===== src/rtl/q_quantizer.sv =====
// ---------------------------------------------------------------------------
// q_quantizer
//   Registered 4-bit -> 2-bit quadratic-form evaluator over Z4:
//     Qx = (x0 + x1 + x2 + x3 + 2*x0*x1 + 2*x2*x3) mod 4
//   One cycle of latency, one result per cycle, with a valid flag.
//
//   Optional build macro: Q_LUT_EN
//     When defined, Qx is looked up in a 16 x 2-bit register table that
//     software may rewrite through wr_en/wr_addr/wr_data. Reset reloads
//     the table with the fixed formula. When undefined, the write port is
//     ignored and no table storage exists.
//
// Ports
//   clk        in   rising-edge clock
//   rst_n      in   synchronous active-low reset
//   in_valid   in   x is valid this cycle
//   x[3:0]     in   operand
//   wr_en      in   table write strobe (Q_LUT_EN only)
//   wr_addr    in   table entry index
//   wr_data    in   table entry value
//   out_valid  out  Qx is valid
//   Qx[1:0]    out  Q(x) mod 4
// ---------------------------------------------------------------------------
module q_quantizer (
  input  logic       clk,
  input  logic       rst_n,
  input  logic       in_valid,
  input  logic [3:0] x,
  input  logic       wr_en,
  input  logic [3:0] wr_addr,
  input  logic [1:0] wr_data,
  output logic       out_valid,
  output logic [1:0] Qx
);

  // Fixed quadratic form. The cross terms are doubled, so only their
  // parity matters for bit 1 of the mod-4 result.
  function automatic logic [1:0] f_quad(input logic [3:0] v);
    logic [2:0] s;
    s = {2'b00, v[0]} + {2'b00, v[1]} + {2'b00, v[2]} + {2'b00, v[3]};
    return s[1:0] + {(v[0] & v[1]) ^ (v[2] & v[3]), 1'b0};
  endfunction

  logic [1:0] w_q;

`ifdef Q_LUT_EN
  logic [1:0] r_lut [16];

  // Reset takes priority over a coincident write. A write and a lookup of
  // the same entry on the same edge see the old value because the read
  // below uses the pre-edge contents.
  always_ff @(posedge clk) begin
    if (!rst_n) begin
      for (int i = 0; i < 16; i++) begin
        r_lut[i] <= f_quad(4'(i));
      end
    end else if (wr_en) begin
      r_lut[wr_addr] <= wr_data;
    end
  end

  assign w_q = r_lut[x];
`else
  // Write port is present but has no function in this build.
  logic w_unused_wr;
  assign w_unused_wr = ^{wr_en, wr_addr, wr_data};

  assign w_q = f_quad(x);
`endif

  logic       r_out_valid;
  logic [1:0] r_qx;

  // Qx holds its last value while in_valid is low.
  always_ff @(posedge clk) begin
    if (!rst_n) begin
      r_out_valid <= 1'b0;
      r_qx        <= 2'b00;
    end else begin
      r_out_valid <= in_valid;
      if (in_valid) begin
        r_qx <= w_q;
      end
    end
  end

  assign out_valid = r_out_valid;
  assign Qx        = r_qx;

endmodule


===== config.mk =====
export PLATFORM = sky130hd
export DESIGN_NAME = q_quantizer
export DESIGN_NICKNAME = d
export VERILOG_FILES = /design/src/rtl/q_quantizer.sv
export SDC_FILE = /design/constraint.sdc
export NUM_CORES = 1
export LEC_CHECK = 0
export ABC_AREA = 1
export CAP_MARGIN = 30
export CORE_AREA = 2 2 39 41
export DETAILED_ROUTE_END_ITERATION = 8
export DIE_AREA = 0 0 41 43
export PLACE_DENSITY_LB_ADDON = 0.12
export SLEW_MARGIN = 10
export SYNTH_ARGS = -nofsm -noshare
export SYNTH_HDL_FRONTEND = slang
export SYNTH_SLANG_ARGS = --single-unit

===== constraint.sdc =====
create_clock -name clk -period 1.8 [get_ports clk]
set_clock_uncertainty 0.2 [all_clocks]
set_input_delay 0.54 -clock clk [delete_from_list [all_inputs] [get_ports clk]]
set_output_delay 0.54 -clock clk [all_outputs]
set_load 0.005 [all_outputs]

# After elaboration in Yosys (flattened, before gate mapping)
# Index checks and enable logic that the tools add are counted.
[word_totals]
regBits = 3
inputBits = 14
out_inout_bits = 3
[classes]
add_sub_neg = 4
n_bitwise = 3
[op_table]
columns = ["cell", "count"]
rows = [
  ["$add 2x1->2", 2],
  ["$add 1x1->2", 1],
  ["$add 2x2->2", 1],
  ["$and 1x1->1", 2],
  ["$xor 1x1->1", 1],
]

# Depth between registers and ports, before layout
# Gate-level depths: netlist (run 1).
[depth]
word_depth = 4
depth_mapped = 9
depth_no_buf = 9

# Least setup slack after synthesis (run 1)
# No wires, ideal clock.
[synth_timing]
path_kind = "input -> register"
start = "input x[0]"
end = "register r_qx[1] (netlist: Qx[1])"
setup_time_ns = 0.109
arrival_ns = 1.549
t_required_ns = 1.491
slack_ns = -0.058
path_stages = 9
path_buffers = 0
path_cell_list = "fa_1 ha_1 inv_1 nand3_1 nand2_1 nand2_1 nand3_1 nand2_1 inv_1"
[synth_via]
elab_chain_len = 4
[synth_rtl]
columns = ["item", "line", "source"]
rows = [
  ["start, declared", "28", "input logic [3:0] x,"],
  ["$add 1x1->2", "40", "s = {2'b00, v[0]} + {2'b00, v[1]} + {2'b00, v[2]} + {2'b00, v[3]};"],
  ["$add 2x1->2 (2 in series)", "40", ""],
  ["$add 2x2->2 *", "41", "return s[1:0] + {(v[0] & v[1]) ^ (v[2] & v[3]), 1'b0};"],
  ["end signal, assigned", "82", "r_qx <= w_q;"],
  ["end, declared", "72", "logic [1:0] r_qx;"],
]
# Every way passes the cells marked *; elsewhere a longest branch is shown, timed or not.
# A chain may end at the register's enable or synchronous reset.

# Worst setup path in the final report (run 1)
[layout_timing]
start = "input x[3]"
end = "register r_qx[1] (netlist: Qx[1])"
[layout_via]
elab_chain_len = 3
[layout_rtl]
columns = ["item", "line"]
rows = [
  ["parallel branches: the longest is 2 deep, another holds $add 2x1->2", "-"],
  ["$add 2x2->2 *", "41"],
]
# Mark *: on every way between the ends.

==> implementation parameters, run 1 <==
Parameter                              Value

Setup path
  Critical path endpoint category    flop
  Worst-path cell with the longest stage delay    sky130_fd_sc_hd__fa_1
  Worst setup path class    primary input to flop
  Crit start category    primary input
  Critical path's top delay family    adder cells
  Critical path's most frequent cell    sky130_fd_sc_hd__nand2_1
  Bufs and invs on worst path    3
  Worst-path cell chain    buf_8, fa_1, ha_2, inv_2, nand3_2, nand2_1, nand2_1, nand3_1, nand2_1, inv_1
  Maximum fanout along the worst path    2
  Largest stage delay on the critical path    540 ps
  Worst Path Arrival    1710 ps
  Required time of the critical path    1730 ps

Synthesis
  Top cells by instance count after synthesis    sky130_fd_sc_hd__nand2_1, sky130_fd_sc_hd__inv_1, sky130_fd_sc_hd__dfxtp_1, sky130_fd_sc_hd__nand3_1, sky130_fd_sc_hd__ha_1
  Number of synthesized flops with an enable pin    0
  Most used flip-flop cell after synthesis    sky130_fd_sc_hd__dfxtp_1
  Number of nets in the synthesized netlist    48
  Post-synthesis compound-gate area fraction    4.88%
  Area fraction in and, or, nand and nor cells after synthesis    32.9%
  Mean Syn Cell Area    6.62 um^2
  Adder-cell area share of the yosys netlist    22.0%
  Cell type with the highest aggregate area in the netlist    sky130_fd_sc_hd__dfxtp_1
  Area of the mapped netlist    205 um^2
  Post-synthesis cell type count    8
  Async set-reset flop share out of synthesis    0%
  Largest family of logic cells by synthesized area    simple AND/OR/NAND/NOR gates
  Number of standard cells after synthesis    31
  Warning count from the yosys run    0
  Share of synthesized area spent on multiplexers    0%
  Sequential share of the synthesized area    29.3%
  Post-synth top area share    29.3%
  Post-synthesis register bit count    3
  Synthesized-area fraction occupied by xor and xnor cells    0%
  Most frequent cell after synthesis    sky130_fd_sc_hd__nand2_1
  Top cells by area, synth    sky130_fd_sc_hd__dfxtp_1, sky130_fd_sc_hd__nand2_1, sky130_fd_sc_hd__ha_1

Global routing
  First-pass GRT wire length    897 um
  Largest net degree at the start of global routing    5
  GRT Residual Overflow    0
  Initial antenna violation count    0
  Overall routing resource usage    8.53%
  Number of global-route vias before repair    229

Place
  Post-Place Worst Slack    -628 ps
  Placer's final routability congestion estimate    0.661
  Input/output buffers    9
  HPWL Detailed    382 um

Clock tree
  Clock-pin slew on the worst setup and hold paths    30 ps
  Post-cts hold buffer count    0
  Number of buffers on the longest clock path    2
  Clock insertion delay at the later pin of the skew report    240 ps
  Num Clock Sinks    3
  Cell at the root of the clock tree    sky130_fd_sc_hd__clkbuf_4
  H-Tree Level Count    1
  CTS Buf Count    3
  Setup fix buffers added after clock tree synthesis    0
  CTS tree    built

Pwr
  Max VDD drop    137 uV
  Part of the power in combinational logic    24.9%
  Clock group share of total power    46.4%
  Overall power after layout    0.261 mW
  Switching power total    0.0695 mW
  Seq pwr share    28.8%
  Leakage component of the power    0.196 nW
  Pwr Density    731 nW/um^2
  Switching part of the total    26.6%
  Power Internal    0.191 mW

STA
  Setup repair after global routing missed its margin    yes
  Actual slew at the worst max-slew pin    142 ps
  Number of hold violations in the final report    0
  Max Slew Vio Count    0
  Final Worst Setup Slack    19.7 ps
  Slew Limit Headroom    90.4%
  Final clock period utilization by the worst path    98.9%
  Final Setup Violations    0
  Final critical delay including setup and external delays    1780 ps
  Summed negative setup slack over all endpoints    0 ps
  Fmax    0.562 GHz

Die
  Die height    43 um
  Row cnt    14
  Io pins    17
  Die width    41 um
  Overall die area    1760 um^2
  Starting density of the core    14.8%
  Core Area    1380 um^2

Drt
  Post-detailed-route count of antenna-violating nets    0
  Final wirelength    474 um
  First-pass detailed-route iteration total    3
  Per-cell via count in the routed design    3.79
  Total vias in the final route    235
  Count of routing violations after the opening detailed-route iteration    2
  Number of remaining DRC errors    0
  WL per Instance    7.65 um

Cells and area
  Fraction of layout instances using a drive strength above 1    23.9%
  Diode insertion count for antenna repair    0
  Nets    64
  Final Core Density    25.8%
  Signed area change from the synthesized netlist to the final layout    73.8%

Job
  MaxCap Viol Count    0

Status
  Outcome    finished, final reports clean

Worst hold path
  Class of the most critical hold timing path    flop to flop
==> stage by stage <==
stage                     area (um^2)  cells  hold WS (ps)
after floorplan                   205     31           314
after global placement            330     58           326
after detailed placement          330     58           328
after CTS                         353     62           328
after global routing              357     62           358
final                             357     62           321
==> tightest hold or removal path, cell delays in order, from the launching register on <==
cell,delay [ps]
sky130_fd_sc_hd__dfxtp_1,300
sky130_fd_sc_hd__nand2_1,50
sky130_fd_sc_hd__nand2_1,50
sky130_fd_sc_hd__nand2_1,50
sky130_fd_sc_hd__inv_1,30
==> routing by layer <==
metal	vias to the layer above	GRT usage (%)	wire length [um]
met5	-	0	0
met4	0	12.0	34
met3	4	3.14	11
met2	5	11.3	259
met1	104	8.01	169
li1	122	-	-
==> registers in the layout (all words and copies together), names as in the netlist <==
signal and flops:
Qx 2, out_valid 1
==> path summary, 6_finish.rpt <==
kind               from  slack [ps]  depth (start not counted)  endpoint
setup / recovery   x[3]          20                         10     Qx[1]
hold / removal    Qx[1]         320                          4     Qx[1]
setup reg to reg  Qx[0]         990                          2     Qx[0]
hold reg to reg   Qx[1]         320                          4     Qx[1]
==> layout make-up <==
class / instances / area [um^2]
clock buffers: 4 / 26.3
fillers: 152 / 1030
inverters: 6 / 22.5
multi-input cells: 22 / 130
flip-flops and latches: 3 / 60.1
well taps: 16 / 20.0
repair buffers: 11 / 97.6
==> what timing repair did <==
item,in CTS,in global routing
endpoints found under the hold margin,0,0
setup endpoints to repair,4,1
gates cloned,0,0
resized for setup,18,1
pin swaps,4,1
==> cells in the final DEF, fill, tap and decap left out, drive strengths merged <==
| master | synthesis | final |
|---|---|---|
| buf | 0 | 5 |
| nand2 | 14 | 14 |
| a21oi | 1 | 1 |
| nand3 | 3 | 3 |
| fa | 1 | 1 |
| clkbuf | 0 | 4 |
| ha | 2 | 2 |
| dlygate4sd2 | 0 | 2 |
| o21ai | 1 | 1 |
| dfxtp | 3 | 3 |
| clkdlybuf4s50 | 0 | 4 |
| inv | 6 | 6 |
==> cell families after synthesis <==
family                   count (synthesis)
flip-flops                               3
adder cells (fa/ha/maj)                  3
AND/OR/NAND/NOR                         17
buffers and inverters                    6
AO/OA/AOI/OAI                            2
==> power groups by stage <==
| stage | logic [mW] | registers (mW) | clock network, mW |
|---|---|---|---|
| floorplan | 0.0284 | 0.0768 | 0 |
| finish | 0.0648 | 0.0750 | 0.121 |
| global placement | 0.0665 | 0.0763 | 0 |
| CTS | 0.0651 | 0.0751 | 0.125 |
| detailed placement | 0.0669 | 0.0763 | 0 |
| global route | 0.0746 | 0.0756 | 0.133 |
No activity file was read; power rests on OpenSTA's default activity.
==> run 2: changes to the inputs <==
- CTS_CLUSTER_DIAMETER: not set -> 30
==> results of run 2 <==
The final DEF is identical to that of run 1; final timing and power are the same.
==> run 3: changes to the inputs <==
- SETUP_SLACK_MARGIN: not set -> 0.3
==> run 3 against run 2 <==
Effect of this change:
- clock power about the same
- combinational power increased by 23%
- fmax increased by 0.49%
- cell count increased by 1.6%
- sequential share of layout area decreased by 0.78 points
- highest routed layer is now met3
==> implementation parameters, run 3 (synthesized netlist as in run 1, its figures left out) <==
Parameter                              Value

Clock tree
  CTS tree    built
  CTS Buf Count    3 (unchanged)
  Clock-pin slew on the worst setup and hold paths    40 ps (about the same)
  Clock insertion delay at the later pin of the skew report    230 ps (about the same)
  Cell at the root of the clock tree    sky130_fd_sc_hd__clkbuf_4
  Setup fix buffers added after clock tree synthesis    0 (unchanged)
  Num Clock Sinks    3 (unchanged)
  Post-cts hold buffer count    0 (unchanged)
  Number of buffers on the longest clock path    2 (unchanged)
  H-Tree Level Count    1 (unchanged)

Setup path
  Slack of the worst reg-to-reg path    940 ps (-50 ps)
  Critical path endpoint category    flop
  Startpoint of the worst-slack reg-to-reg timing path    Qx[0]
  Register-to-Register Path Depth    2 (unchanged)
  Maximum fanout along the worst path    2 (unchanged)
  Crit start category    primary input
  Required time of the critical path    1730 ps (about the same)
  Worst setup path class    primary input to flop
  Worst Path Arrival    1700 ps (about the same)
  Endpoint of the worst-slack reg-to-reg timing path    Qx[0]

Die
  Core Area    1380 um^2 (unchanged)
  Die height    43 um (unchanged)
  Die width    41 um (unchanged)
  Row cnt    14 (unchanged)
  Starting density of the core    14.8% (unchanged)
  Overall die area    1760 um^2 (unchanged)
  Io pins    17 (unchanged)

Pwr
  Leakage component of the power    0.200 nW (+2.3%)
  Max VDD drop    96.2 uV (-30%)
  Overall power after layout    0.273 mW (+4.7%)
  Pwr Density    716 nW/um^2 (-2.1%)

STA
  Setup repair after global routing missed its margin    yes
  Final critical delay including setup and external delays    1770 ps (-8.74 ps)
  Number of hold violations in the final report    0 (unchanged)
  Actual slew at the worst max-slew pin    205 ps (+62.8 ps)
  Final Setup Violations    0 (unchanged)
  Fmax    0.564 GHz (+0.49%)
  Slew Limit Headroom    86.2% (-4.2 points)
  Summed negative setup slack over all endpoints    0 ps (unchanged)
  Final clock period utilization by the worst path    98.4% (-0.49 points)
  Max Slew Vio Count    0 (unchanged)

Drt
  Count of routing violations after the opening detailed-route iteration    1 (-1)
  Post-detailed-route count of antenna-violating nets    0 (unchanged)
  Per-cell via count in the routed design    3.75 (-1.2%)
  Number of remaining DRC errors    0 (unchanged)
  Final wirelength    536 um (+13%)
  WL per Instance    8.51 um (+11%)
  First-pass detailed-route iteration total    2 (-1)
  Total vias in the final route    236 (+0.43%)

Cells and area
  Non-Filler Instances    63 (+1.6%)
  Diode insertion count for antenna repair    0 (unchanged)
  Nets    65 (+1.6%)
  Max FFs per register    2 (unchanged)
  Commonest non-fill, non-tap cells in the layout    sky130_fd_sc_hd__nand2_1, sky130_fd_sc_hd__inv_1
  Commonest non-fill, non-tap cell in the layout    sky130_fd_sc_hd__nand2_1
  Fraction of layout instances using a drive strength above 1    38.3% (+14 points)
  Final Core Density    27.6% (+1.8 points)
  Signed area change from the synthesized netlist to the final layout    86.0%

Job
  MaxCap Viol Count    0 (unchanged)

Worst hold path
  Startpoint of the tightest hold check path    Qx[1]
  Class of the most critical hold timing path    flop to flop
  Cells on Worst Hold Path    4 (unchanged)
  Worst Hold Endpoint    Qx[1]

Global routing
  Largest net degree at the start of global routing    5 (unchanged)
  GRT Residual Overflow    0 (unchanged)
  First-pass GRT wire length    703 um (-22%)
  Initial antenna violation count    0 (unchanged)
  Overall routing resource usage    6.31% (-2.2 points)
  Number of global-route vias before repair    204 (-11%)

Place
  Input/output buffers    9 (unchanged)
  Placer's final routability congestion estimate    0.612 (-7.4%)
  Cell total after placement    59 (+1.7%)
  HPWL Detailed    414 um (+8.5%)

Status
  Outcome    finished, final reports clean
run 3: per-layer routing:
layer	vias to the layer above	wire, um	global-route usage [%]
met5	-	0	0
met4	0	0	8.00
met3	0	4	0
met2	1	322	10.3
met1	111	210	5.75
li1	124	-	-
run 3: layout make-up:
class	count	area, um^2
clock buffers	4	26.3
fillers	159	1000
inverters	6	22.5
multi-input cells	22	144
flip-flops and latches	3	61.3
well taps	16	20.0
repair buffers	12	108
run 3: worst max-delay path, stage by stage:
cell                      delay, ps
sky130_fd_sc_hd__buf_6          100
sky130_fd_sc_hd__fa_1           580
sky130_fd_sc_hd__ha_4           150
sky130_fd_sc_hd__inv_2           30
sky130_fd_sc_hd__nand3_2         50
sky130_fd_sc_hd__nand2_1         50
sky130_fd_sc_hd__nand2_1         50
sky130_fd_sc_hd__nand3_1         60
sky130_fd_sc_hd__nand2_1         60
sky130_fd_sc_hd__inv_1           30
run 3: timing repair:
action	4_1_cts	5_1_grt
setup endpoints to repair	5	5
hold endpoints to repair	0	0
resized for setup	26	7
cloned	0	0
pin swaps	4	4
run 3: worst max path at each step:
stage	from	to	slack [ps]	cells past startpoint
3_5_place_dp	x[0]	Qx[1]	-600	10
6_report	x[0]	Qx[1]	30	10
5_1_grt	x[0]	Qx[1]	-4	10
3_3_place_gp	x[0]	Qx[1]	-600	10
4_1_cts	x[3]	Qx[1]	40	10
2_1_floorplan	x[0]	Qx[1]	-60	9
run 3: power by group:
group | internal (mW) | switching (mW)
logic | 0.0431 | 0.0363
registers | 0.0732 | 0.00258
clock network | 0.0831 | 0.0348
total | 0.199 | 0.0737
run 3: per-stage QoR:
stage	setup slack [ps]	hold WS [ps]	cell area, um^2
global route	-4.37	349	382
CTS	35.8	321	367
floorplan	-58.2	314	205
global placement	-596	324	338
finish	28.4	331	382
detailed placement	-601	324	338
